[config.mk]
export PLATFORM = sky130hd
export DESIGN_NAME = slot_reel_sequencer
export DESIGN_NICKNAME = d
export VERILOG_FILES = /design/src/rtl/slot_pkg.sv /design/src/rtl/slot_btn_edge.sv /design/src/rtl/slot_reel_sequencer.sv
export SDC_FILE = /design/constraint.sdc
export NUM_CORES = 1
export LEC_CHECK = 0
export CORE_ASPECT_RATIO = 1.1
export CORE_MARGIN = 5
export CORE_UTILIZATION = 49
export CTS_CLUSTER_SIZE = 25
export DETAILED_ROUTE_END_ITERATION = 10
export GPL_TIMING_DRIVEN = 0
export PLACE_DENSITY_LB_ADDON = 0.3
export SETUP_SLACK_MARGIN = 0.2
export SLEW_MARGIN = 10
export SYNTH_ARGS = -nofsm -noshare
export SYNTH_HDL_FRONTEND = slang
export SYNTH_SLANG_ARGS = --single-unit
[constraint.sdc]
create_clock -name clk_i -period 2 [get_ports clk_i]
set_clock_uncertainty 0.05 [all_clocks]
set_input_delay 0.6 -clock clk_i [delete_from_list [all_inputs] [get_ports clk_i]]
set_output_delay 0.6 -clock clk_i [all_outputs]
set_load 0.005 [all_outputs]
[src/rtl/slot_pkg.sv]
// Shared types and payout rules for the slot reel sequencer.
// Optional feature macro used by the top: SLOT_AUTO_STOP_EN.
package slot_pkg;

    typedef enum logic [2:0] {
        StIdle,
        StSpin0,
        StSpin1,
        StSpin2,
        StEval,
        StPay
    } slot_state_e;

    localparam logic [3:0] PAY_JACKPOT   = 4'd10;
    localparam logic [3:0] PAY_TRIPLE    = 4'd5;
    localparam logic [3:0] PAY_PAIR      = 4'd1;
    localparam logic [3:0] PAY_NONE      = 4'd0;
    localparam logic [3:0] JACKPOT_DIGIT = 4'd7;

    function automatic logic [3:0] slot_payout(input logic [3:0] r0, input logic [3:0] r1,
                                               input logic [3:0] r2);
        if (r0 == JACKPOT_DIGIT && r1 == JACKPOT_DIGIT && r2 == JACKPOT_DIGIT) begin
            return PAY_JACKPOT;
        end else if (r0 == r1 && r1 == r2) begin
            return PAY_TRIPLE;
        end else if (r0 == r1 || r1 == r2) begin
            return PAY_PAIR;
        end
        return PAY_NONE;
    endfunction

endpackage

[src/rtl/slot_btn_edge.sv]
// Two-flop synchroniser plus previous-value register; emits a one-cycle pulse per rising edge.
module slot_btn_edge (
    input  logic clk_i,
    input  logic rst_ni,
    input  logic btn_i,
    output logic pulse_o
);

    logic [1:0] sync_q;
    logic       prev_q;

    always_ff @(posedge clk_i or negedge rst_ni) begin
        if (!rst_ni) begin
            sync_q <= 2'b00;
            prev_q <= 1'b0;
        end else begin
            sync_q <= {sync_q[0], btn_i};
            prev_q <= sync_q[1];
        end
    end

    assign pulse_o = sync_q[1] & ~prev_q;

endmodule

[src/rtl/slot_reel_sequencer.sv]
// One slot game: bet debit, left-to-right reel stops, payout offer with valid/ack.
// Define SLOT_AUTO_STOP_EN to stop a reel automatically after AUTO_CYC idle cycles per stage.
module slot_reel_sequencer #(
    parameter int unsigned BET      = 1,
    parameter int unsigned MIN_SPIN = 1000
`ifdef SLOT_AUTO_STOP_EN
    ,
    parameter int unsigned AUTO_CYC = 50000
`endif
) (
    input  logic       clk_i,
    input  logic       rst_ni,
    input  logic       start_i,
    input  logic [2:0] btn_stop_i,
    input  logic [3:0] reel0_i,
    input  logic [3:0] reel1_i,
    input  logic [3:0] reel2_i,
    input  logic [6:0] credit_i,
    output logic [2:0] stop_o,
    output logic       debit_o,
    output logic       no_credit_o,
    output logic [3:0] payout_o,
    output logic       payout_vld_o,
    input  logic       payout_ack_i,
    output logic       busy_o,
    output logic [3:0] res0_o,
    output logic [3:0] res1_o,
    output logic [3:0] res2_o
);
    import slot_pkg::*;

    localparam int unsigned SpinW = $clog2(MIN_SPIN + 2);

    slot_state_e       state_q, state_d;
    logic [2:0]        stop_q, stop_d;
    logic              debit_q, debit_d;
    logic              no_credit_q, no_credit_d;
    logic [3:0]        payout_q, payout_d;
    logic [2:0][3:0]   res_q, res_d;
    logic [SpinW-1:0]  spin_q, spin_d;

    logic              start_edge;
    logic [2:0]        stop_edge;
    logic [2:0][3:0]   reel;
    logic [1:0]        stage_idx;
    logic              in_spin;
    logic              spin_ok;
    logic              accept;
    logic              auto_fire;
    logic [3:0]        pay_val;

    slot_btn_edge u_start_edge (
        .clk_i   (clk_i),
        .rst_ni  (rst_ni),
        .btn_i   (start_i),
        .pulse_o (start_edge)
    );

    for (genvar k = 0; k < 3; k++) begin : gen_stop_edge
        slot_btn_edge u_edge (
            .clk_i   (clk_i),
            .rst_ni  (rst_ni),
            .btn_i   (btn_stop_i[k]),
            .pulse_o (stop_edge[k])
        );
    end

    assign reel    = {reel2_i, reel1_i, reel0_i};
    assign in_spin = (state_q == StSpin0) || (state_q == StSpin1) || (state_q == StSpin2);
    assign spin_ok = spin_q >= SpinW'(MIN_SPIN);
    assign pay_val = slot_payout(res_q[0], res_q[1], res_q[2]);

    always_comb begin
        stage_idx = 2'd0;
        case (state_q)
            StSpin1: stage_idx = 2'd1;
            StSpin2: stage_idx = 2'd2;
            default: stage_idx = 2'd0;
        endcase
    end

    // Only the current stage's button counts; other bits in the same cycle are dropped.
    assign accept = in_spin && ((stop_edge[stage_idx] && spin_ok) || auto_fire);

`ifdef SLOT_AUTO_STOP_EN
    localparam int unsigned AutoW = $clog2(AUTO_CYC + 1);

    logic [AutoW-1:0] auto_q, auto_d;
    logic             auto_en;

    // SPIN0 starts its auto window only once the minimum spin time has elapsed.
    assign auto_en   = in_spin && ((state_q != StSpin0) || spin_ok);
    assign auto_fire = auto_en && (auto_q == AutoW'(AUTO_CYC - 1));

    always_comb begin
        auto_d = '0;
        if (in_spin && !accept && auto_en) begin
            auto_d = auto_q + 1'b1;
        end
    end

    always_ff @(posedge clk_i or negedge rst_ni) begin
        if (!rst_ni) begin
            auto_q <= '0;
        end else begin
            auto_q <= auto_d;
        end
    end
`else
    assign auto_fire = 1'b0;
`endif

    always_comb begin
        state_d     = state_q;
        stop_d      = stop_q;
        debit_d     = 1'b0;
        no_credit_d = 1'b0;
        payout_d    = payout_q;
        res_d       = res_q;
        spin_d      = spin_q;
        case (state_q)
            StIdle: begin
                if (start_edge) begin
                    if (credit_i >= 7'(BET)) begin
                        debit_d = 1'b1;
                        stop_d  = 3'b000;
                        spin_d  = '0;
                        state_d = StSpin0;
                    end else begin
                        no_credit_d = 1'b1;
                    end
                end
            end
            StSpin0, StSpin1, StSpin2: begin
                if (!spin_ok) begin
                    spin_d = spin_q + 1'b1;
                end
                if (accept) begin
                    stop_d[stage_idx] = 1'b1;
                    res_d[stage_idx]  = reel[stage_idx];
                    case (state_q)
                        StSpin0: state_d = StSpin1;
                        StSpin1: state_d = StSpin2;
                        default: state_d = StEval;
                    endcase
                end
            end
            StEval: begin
                payout_d = pay_val;
                state_d  = (pay_val != PAY_NONE) ? StPay : StIdle;
            end
            StPay: begin
                if (payout_ack_i) begin
                    state_d = StIdle;
                end
            end
            default: state_d = StIdle;
        endcase
    end

    always_ff @(posedge clk_i or negedge rst_ni) begin
        if (!rst_ni) begin
            state_q     <= StIdle;
            stop_q      <= 3'b111;
            debit_q     <= 1'b0;
            no_credit_q <= 1'b0;
            payout_q    <= '0;
            res_q       <= '0;
            spin_q      <= '0;
        end else begin
            state_q     <= state_d;
            stop_q      <= stop_d;
            debit_q     <= debit_d;
            no_credit_q <= no_credit_d;
            payout_q    <= payout_d;
            res_q       <= res_d;
            spin_q      <= spin_d;
        end
    end

    assign stop_o       = stop_q;
    assign debit_o      = debit_q;
    assign no_credit_o  = no_credit_q;
    assign payout_o     = payout_q;
    assign payout_vld_o = (state_q == StPay);
    assign busy_o       = (state_q != StIdle);
    assign res0_o       = res_q[0];
    assign res1_o       = res_q[1];
    assign res2_o       = res_q[2];

endmodule

==> After elaboration in Yosys (flattened, before gate mapping) <==
Cells that the tools add are included.
{ "word_totals": {"mem_bits_ro": 0, "mem_bits_rw": 0, "latch_bits": 0, "in_bits": 26, "reg_bits": 46, "n_memories": 0, "word_cells": 102, "out_inout_bits": 23} }
{ "classes": {"n_reduce_logical": 18, "n_shift": 0, "multipliers": 0, "n_eq_ne": 15, "add_sub_neg": 1, "div": 0, "order_cmp": 4, "bitwise": 9, "mux": 38} }
{ "op_table": {"columns": ["op", "n"], "rows": [
  ["$mux 10", 3],
  ["$mux 3", 8],
  ["$mux 4", 6],
  ["$pmux 10 s2", 1],
  ["$bwmux 12", 1],
  ["$eq 4x3->1 const B", 3],
  ["$pmux 3 s2", 2],
  ["$pmux 3 s4", 1],
  ["$reduce_and 4->1", 3],
  ["$mux 1", 11],
  ["$add 10x1->10 const B", 1],
  ["$ge 10x10->1 const B", 1],
  ["$bmux 4 s2", 1],
  ["$demux 4 s2", 1],
  ["$eq 4x4->1", 2],
  ["$ne 2x2->1 const B", 4],
  ["$ge 7x1->1 const B", 1],
  ["$eq 3x2->1 const B", 2],
  ["$eq 3x3->1 const B", 2],
  ["$logic_and 1x1->1", 6],
  ["$and 1x1->1", 4],
  ["$not 1->1", 4],
  ["$pmux 2 s2", 1],
  ["$reduce_bool 4->1", 1],
  ["other kinds (13)", 15]
]} }

==> Logic depth before layout (Yosys ltp) <==
{ "logic_depth": {"word_depth": 9, "ltp_mapped": 6, "depth_no_buf": 4} }

==> Cells and area by module <==
Synthesis repeated with hierarchy kept, for this count alone.
{ "unflattened": {"hier_cells": 194, "hier_area_um2": 2238.4} }
{ "modules_own_cells": {"columns": ["module", "seq_area_each_um2", "n_inst", "cells_each", "area_each_um2"], "rows": [
  ["slot_reel_sequencer", 829.5, 1, 178, 1883.1],
  ["slot_btn_edge", 75.1, 4, 4, 88.8]
]} }

==> Worst setup path before layout <==
OpenSTA, ideal clock, no wires.
{ "synth_path": {"path_kind": "register to register", "from": "register state_q[0]", "to": "register res_q, in the netlist res1_o[0]", "setup_ns": 0.125, "setup_slack_ns": 0.161, "path_buffers": 1, "period_less_slack_ns": 1.839, "stages_incl_launch_ff": 5, "t_arrival_ns": 1.664, "required_ns": 1.825, "path_cell_list": "dfrtp_1 clkbuf_1 or3b_2 nor4_4 mux2_2"} }
{ "synth_between": {"elab_chain_len": 7, "elab_cells_between_ends": 20, "classes_between": "order compare: 2; eq/ne: 3; mux: 8; reduce/logical: 7"} }
{ "synth_lines": {"columns": ["item", "line", "rtl"], "rows": [
  ["from (decl)", "slot_reel_sequencer.sv:34", "slot_state_e state_q, state_d;"],
  ["from (signal assigned)", "slot_reel_sequencer.sv:163", "state_q <= StIdle;"],
  ["from (signal assigned)", "slot_reel_sequencer.sv:171", "state_q <= state_d;"],
  ["$eq 3x2->1", "slot_reel_sequencer.sv:69, slot_reel_sequencer.sv:75, slot_reel_sequencer.sv:121", null],
  ["$pmux 2 s2", "slot_reel_sequencer.sv:75", "case (state_q)"],
  ["$lt 2x3->1 (not written as such), or another cell as far along", "slot_reel_sequencer.sv:140", "res_d[stage_idx] = reel[stage_idx];"],
  ["$logic_and 1x1->1 (not written as such) or $mux 1 (tied branches)", "slot_reel_sequencer.sv:140, slot_reel_sequencer.sv:83", null],
  ["$mux 4 (not written as such) or $logic_and 1x1->1 (tied branches)", "slot_reel_sequencer.sv:140, slot_reel_sequencer.sv:83", null],
  ["$demux 4 s2 or $logic_and 1x1->1 (tied branches)", "slot_reel_sequencer.sv:140, slot_reel_sequencer.sv:83", null],
  ["$bwmux 12 or $reduce_and 2->1 (tied branches)", null, null],
  ["to (signal assigned)", "slot_reel_sequencer.sv:176", "res_q <= res_d;"],
  ["to (decl)", "slot_reel_sequencer.sv:39", "logic [2:0][3:0] res_q, res_d;"]
]} }
Parallel ways exist; a longest one is shown, timed or not. The select of a mux whose other input is x is not followed.
A chain may end at the register's enable or synchronous reset.

==> Worst setup path after layout <==
{ "layout_path": {"from": "register state_q[2]", "to": "output port busy_o"} }
{ "layout_between": {"elab_chain_len": 1} }
{ "layout_lines": {"columns": ["item", "line", "rtl"], "rows": [
  ["$reduce_bool 3->1", "slot_reel_sequencer.sv:186", "assign busy_o = (state_q != StIdle);"],
  ["to (decl)", "slot_reel_sequencer.sv:25", "output logic busy_o,"]
]} }
Every way passes these cells.

==> results.py <==
metrics = {
    "place": {
        "post-place-ws_ns": -0.369,
        "dpl.hpwl_um": 3350,
        "port_buffers": 48,
        "place.gp.congestion": 0.796,
    },
    "floorplan": {
        "floorplan.initialDensity_pct": 49.8,
        "io_pins": 49,
        "core_mm2": 0.00425,
        "die_y_um": 79.0,
        "die_w_um": 72.7,
        "die-area_mm2": 0.00574,
        "rows": 25,
    },
    "timing": {
        "tightest_slew_ns": 0.576,
        "fin_crit_sh_pct": 98.7,
        "finalCriticalPeriod_ns": 1.97,
        "max_freq_ghz": 0.506,
        "whs_ns": 0.140,
        "rsz0062_at_grt": "true",
        "slew_viol_final": 0,
        "setup_ws_ns": 0.0251,
        "hold_viol_final": 0,
        "slew_headroom_pct": 61.2,
        "setup_viol": 0,
    },
    "power": {
        "p_leak_nw": 1.70,
        "irDropWorstVdd_uv": 517,
        "power.total_mw": 2.21,
        "power_density_mw_per_mm2": 659,
    },
    "global_routing": {
        "grt_pass1_vias": 1897,
        "grt_antenna_before_repair": 0,
        "grtUsageTotal_pct": 21.4,
        "grt-ovfl-total": 0,
        "grt_pass1_wl_um": 9480,
        "grt_max_degree": 32,
    },
    "setup_path": {
        "critPathKind": "flip-flop to output port",
        "crit_fanout": 4,
        "required_ns": 1.35,
        "startpoint_type": "flip-flop",
        "critical_path_arrival_ns": 1.32,
        "critical_path.endpoint_type": "output port",
    },
    "cells_and_area": {
        "drive_gt1_share_pct": 36.1,
        "final_cell_mix": "dfrtp_1 (39), buf_4 (37), clkdlybuf4s50_1 (24)",
        "layout.nets": 312,
        "fillers": 260,
        "fin_util_pct": 78.8,
        "antenna_cells": 0,
        "mostFrequentLayoutCell": "dfrtp_1",
        "final-seq-area_mm2": 0.00113,
        "multiInputGateArea_mm2": 0.00107,
        "syn2layout_area_growth_pct": 58.1,
    },
    "routing": {
        "ant_nets": 0,
        "routed_wl_um": 6460,
        "drt-wirelength-per-cell_um": 19.0,
        "drt_iter0_drc": 91,
        "first_pass_iters": 4,
        "viasPerCell": 5.51,
        "remaining_drc_errors": 0,
        "vias": 1869,
    },
    "clocking": {
        "cts_buffer_depth": 2,
        "cts_htree_levels": 2,
        "numCtsBuffers": 5,
        "root_buffer": "clkbuf_8",
        "clock_sinks": 45,
        "clk_latency_ns": 0.31,
        "cts_tree": "done",
        "cts.reportedPaths.clkPinSlew_ns": 0.09,
    },
    "logic_synthesis": {
        "synth-edff-count": 0,
        "synth-seq-cells": 45,
        "yosysSeqAreaShare_pct": 53.3,
        "synth.avg_cell_area_um2": 11.5,
        "postSynthCellCount": 184,
        "async_reset_ff_share_pct": 100,
        "yosysWarningCount": 0,
        "syn_area_mm2": 0.00212,
        "synth_cell_types": 48,
        "synthesis.nets": 212,
        "synthFlopType": "dfrtp_1",
    },
    "run_status": {
        "status": "finished clean",
    },
    "worst_hold_path": {
        "hold_class": "primary input to asynchronous set/reset pin",
    },
    "flow_run": {
        "cap_violations": 0,
    },
}
## power by group
group	total, mW	internal [mW]	switching [mW]
Combinational	0.301	0.153	0.148
Clock	0.819	0.496	0.323
Sequential	1.09	0.990	0.0992
## final cells by class
type	count	share of cell area, %
buffer	7	2.20
clock buffer	5	2.05
clock inverter	3	1.94
inverter	6	0.672
multi-input combinational	126	32.1
sequential	45	33.8
tap	54	2.02
timing repair buffer	93	25.2
## registers in the layout, summed over array words and instances (netlist names)
register / flops
state_q: 3
spin_q: 10
res2_o: 4
res0_o: 4
gen_stop_edge.u_edge.sync_q: 6
u_start_edge.sync_q: 2
payout_o: 3
gen_stop_edge.u_edge.prev_q: 3
no_credit_o: 1
u_start_edge.prev_q: 1
stop_o: 3
debit_o: 1
res1_o: 4
## synthesized netlist by cell type (all sizes together), types with 2 or more instances
master,instances,share of area (%)
dfrtp,42,50
nor2,14,2.5
mux2,13,6.9
nand2,12,2.1
o21ai,11,2.6
xor2,11,4.5
nor4,8,3.4
inv,6,1.1
nand2b,6,2.1
mux2i,5,2.4
buf,4,1.0
o21ba,4,1.9
and3,3,0.89
clkbuf,3,0.53
dfstp,3,3.7
nand4,3,0.89
nand4b,3,1.2
nor3,3,0.71
ha,2,1.2
nand3,2,0.47
nand3b,2,0.71
o2111ai,2,0.83
o211ai,2,0.71
or3,2,0.59
## worst max-delay path, stage by stage, from the launching register on
cell	delay [ns]
dfrtp_1	0.38
buf_6	0.13
or3_4	0.38
buf_6	0.13
## layer usage
metal	track usage, %	wire, um	up-vias	share of wire, %
met2	33.7	3360	62	52
met5	0	0	-	0
met4	8.12	107	0	1.7
met1	28.1	2640	940	41
met3	5.95	350	10	5.4
li1	-	-	857	-
## cell families (layout without fill, tap and decap cells)
kind of cell	Yosys count	count (layout)	share of synthesized area, %
simple gates	64	64	18.4
mux	18	18	9.27
fa+ha+maj	2	2	1.18
flops	45	45	53.3
xor+xnor	12	12	4.96
buf+inv	13	114	2.60
compound gates	30	30	10.3
## repair_timing
| action | CTS | global route |
|---|---|---|
| pin swaps | 9 | 8 |
| gates resized for setup | 59 | 21 |
| setup buffers | 34 | 10 |
| hold buffers | 0 | 0 |
| endpoints found under the setup margin | 49 | 34 |
## path summary, 6_finish.rpt
path,from,endpoint,slack (ns),cells after the start
setup / recovery,state_q[2],busy_o,0.03,3
hold / removal,rst_ni,spin_q[0],0.14,1
setup reg to reg,state_q[0],res1_o[2],0.03,7
hold reg to reg,u_start_edge.sync_q[0],u_start_edge.sync_q[1],0.30,0
max in group asynchronous,rst_ni,stop_o[0],1.21,2
min in group clk_i,u_start_edge.sync_q[0],u_start_edge.sync_q[1],0.30,0
## stage by stage
stage	area, um2	TNS, ns	std cells
after floorplan	2130	0	184
after global placement	2680	-43.36	286
after detailed placement	2700	-4.52	287
after CTS	3210	0	329
after global routing	3350	-0.0807	339
final	3350	0	339
Note: power is estimated with default switching activity, not from simulation.
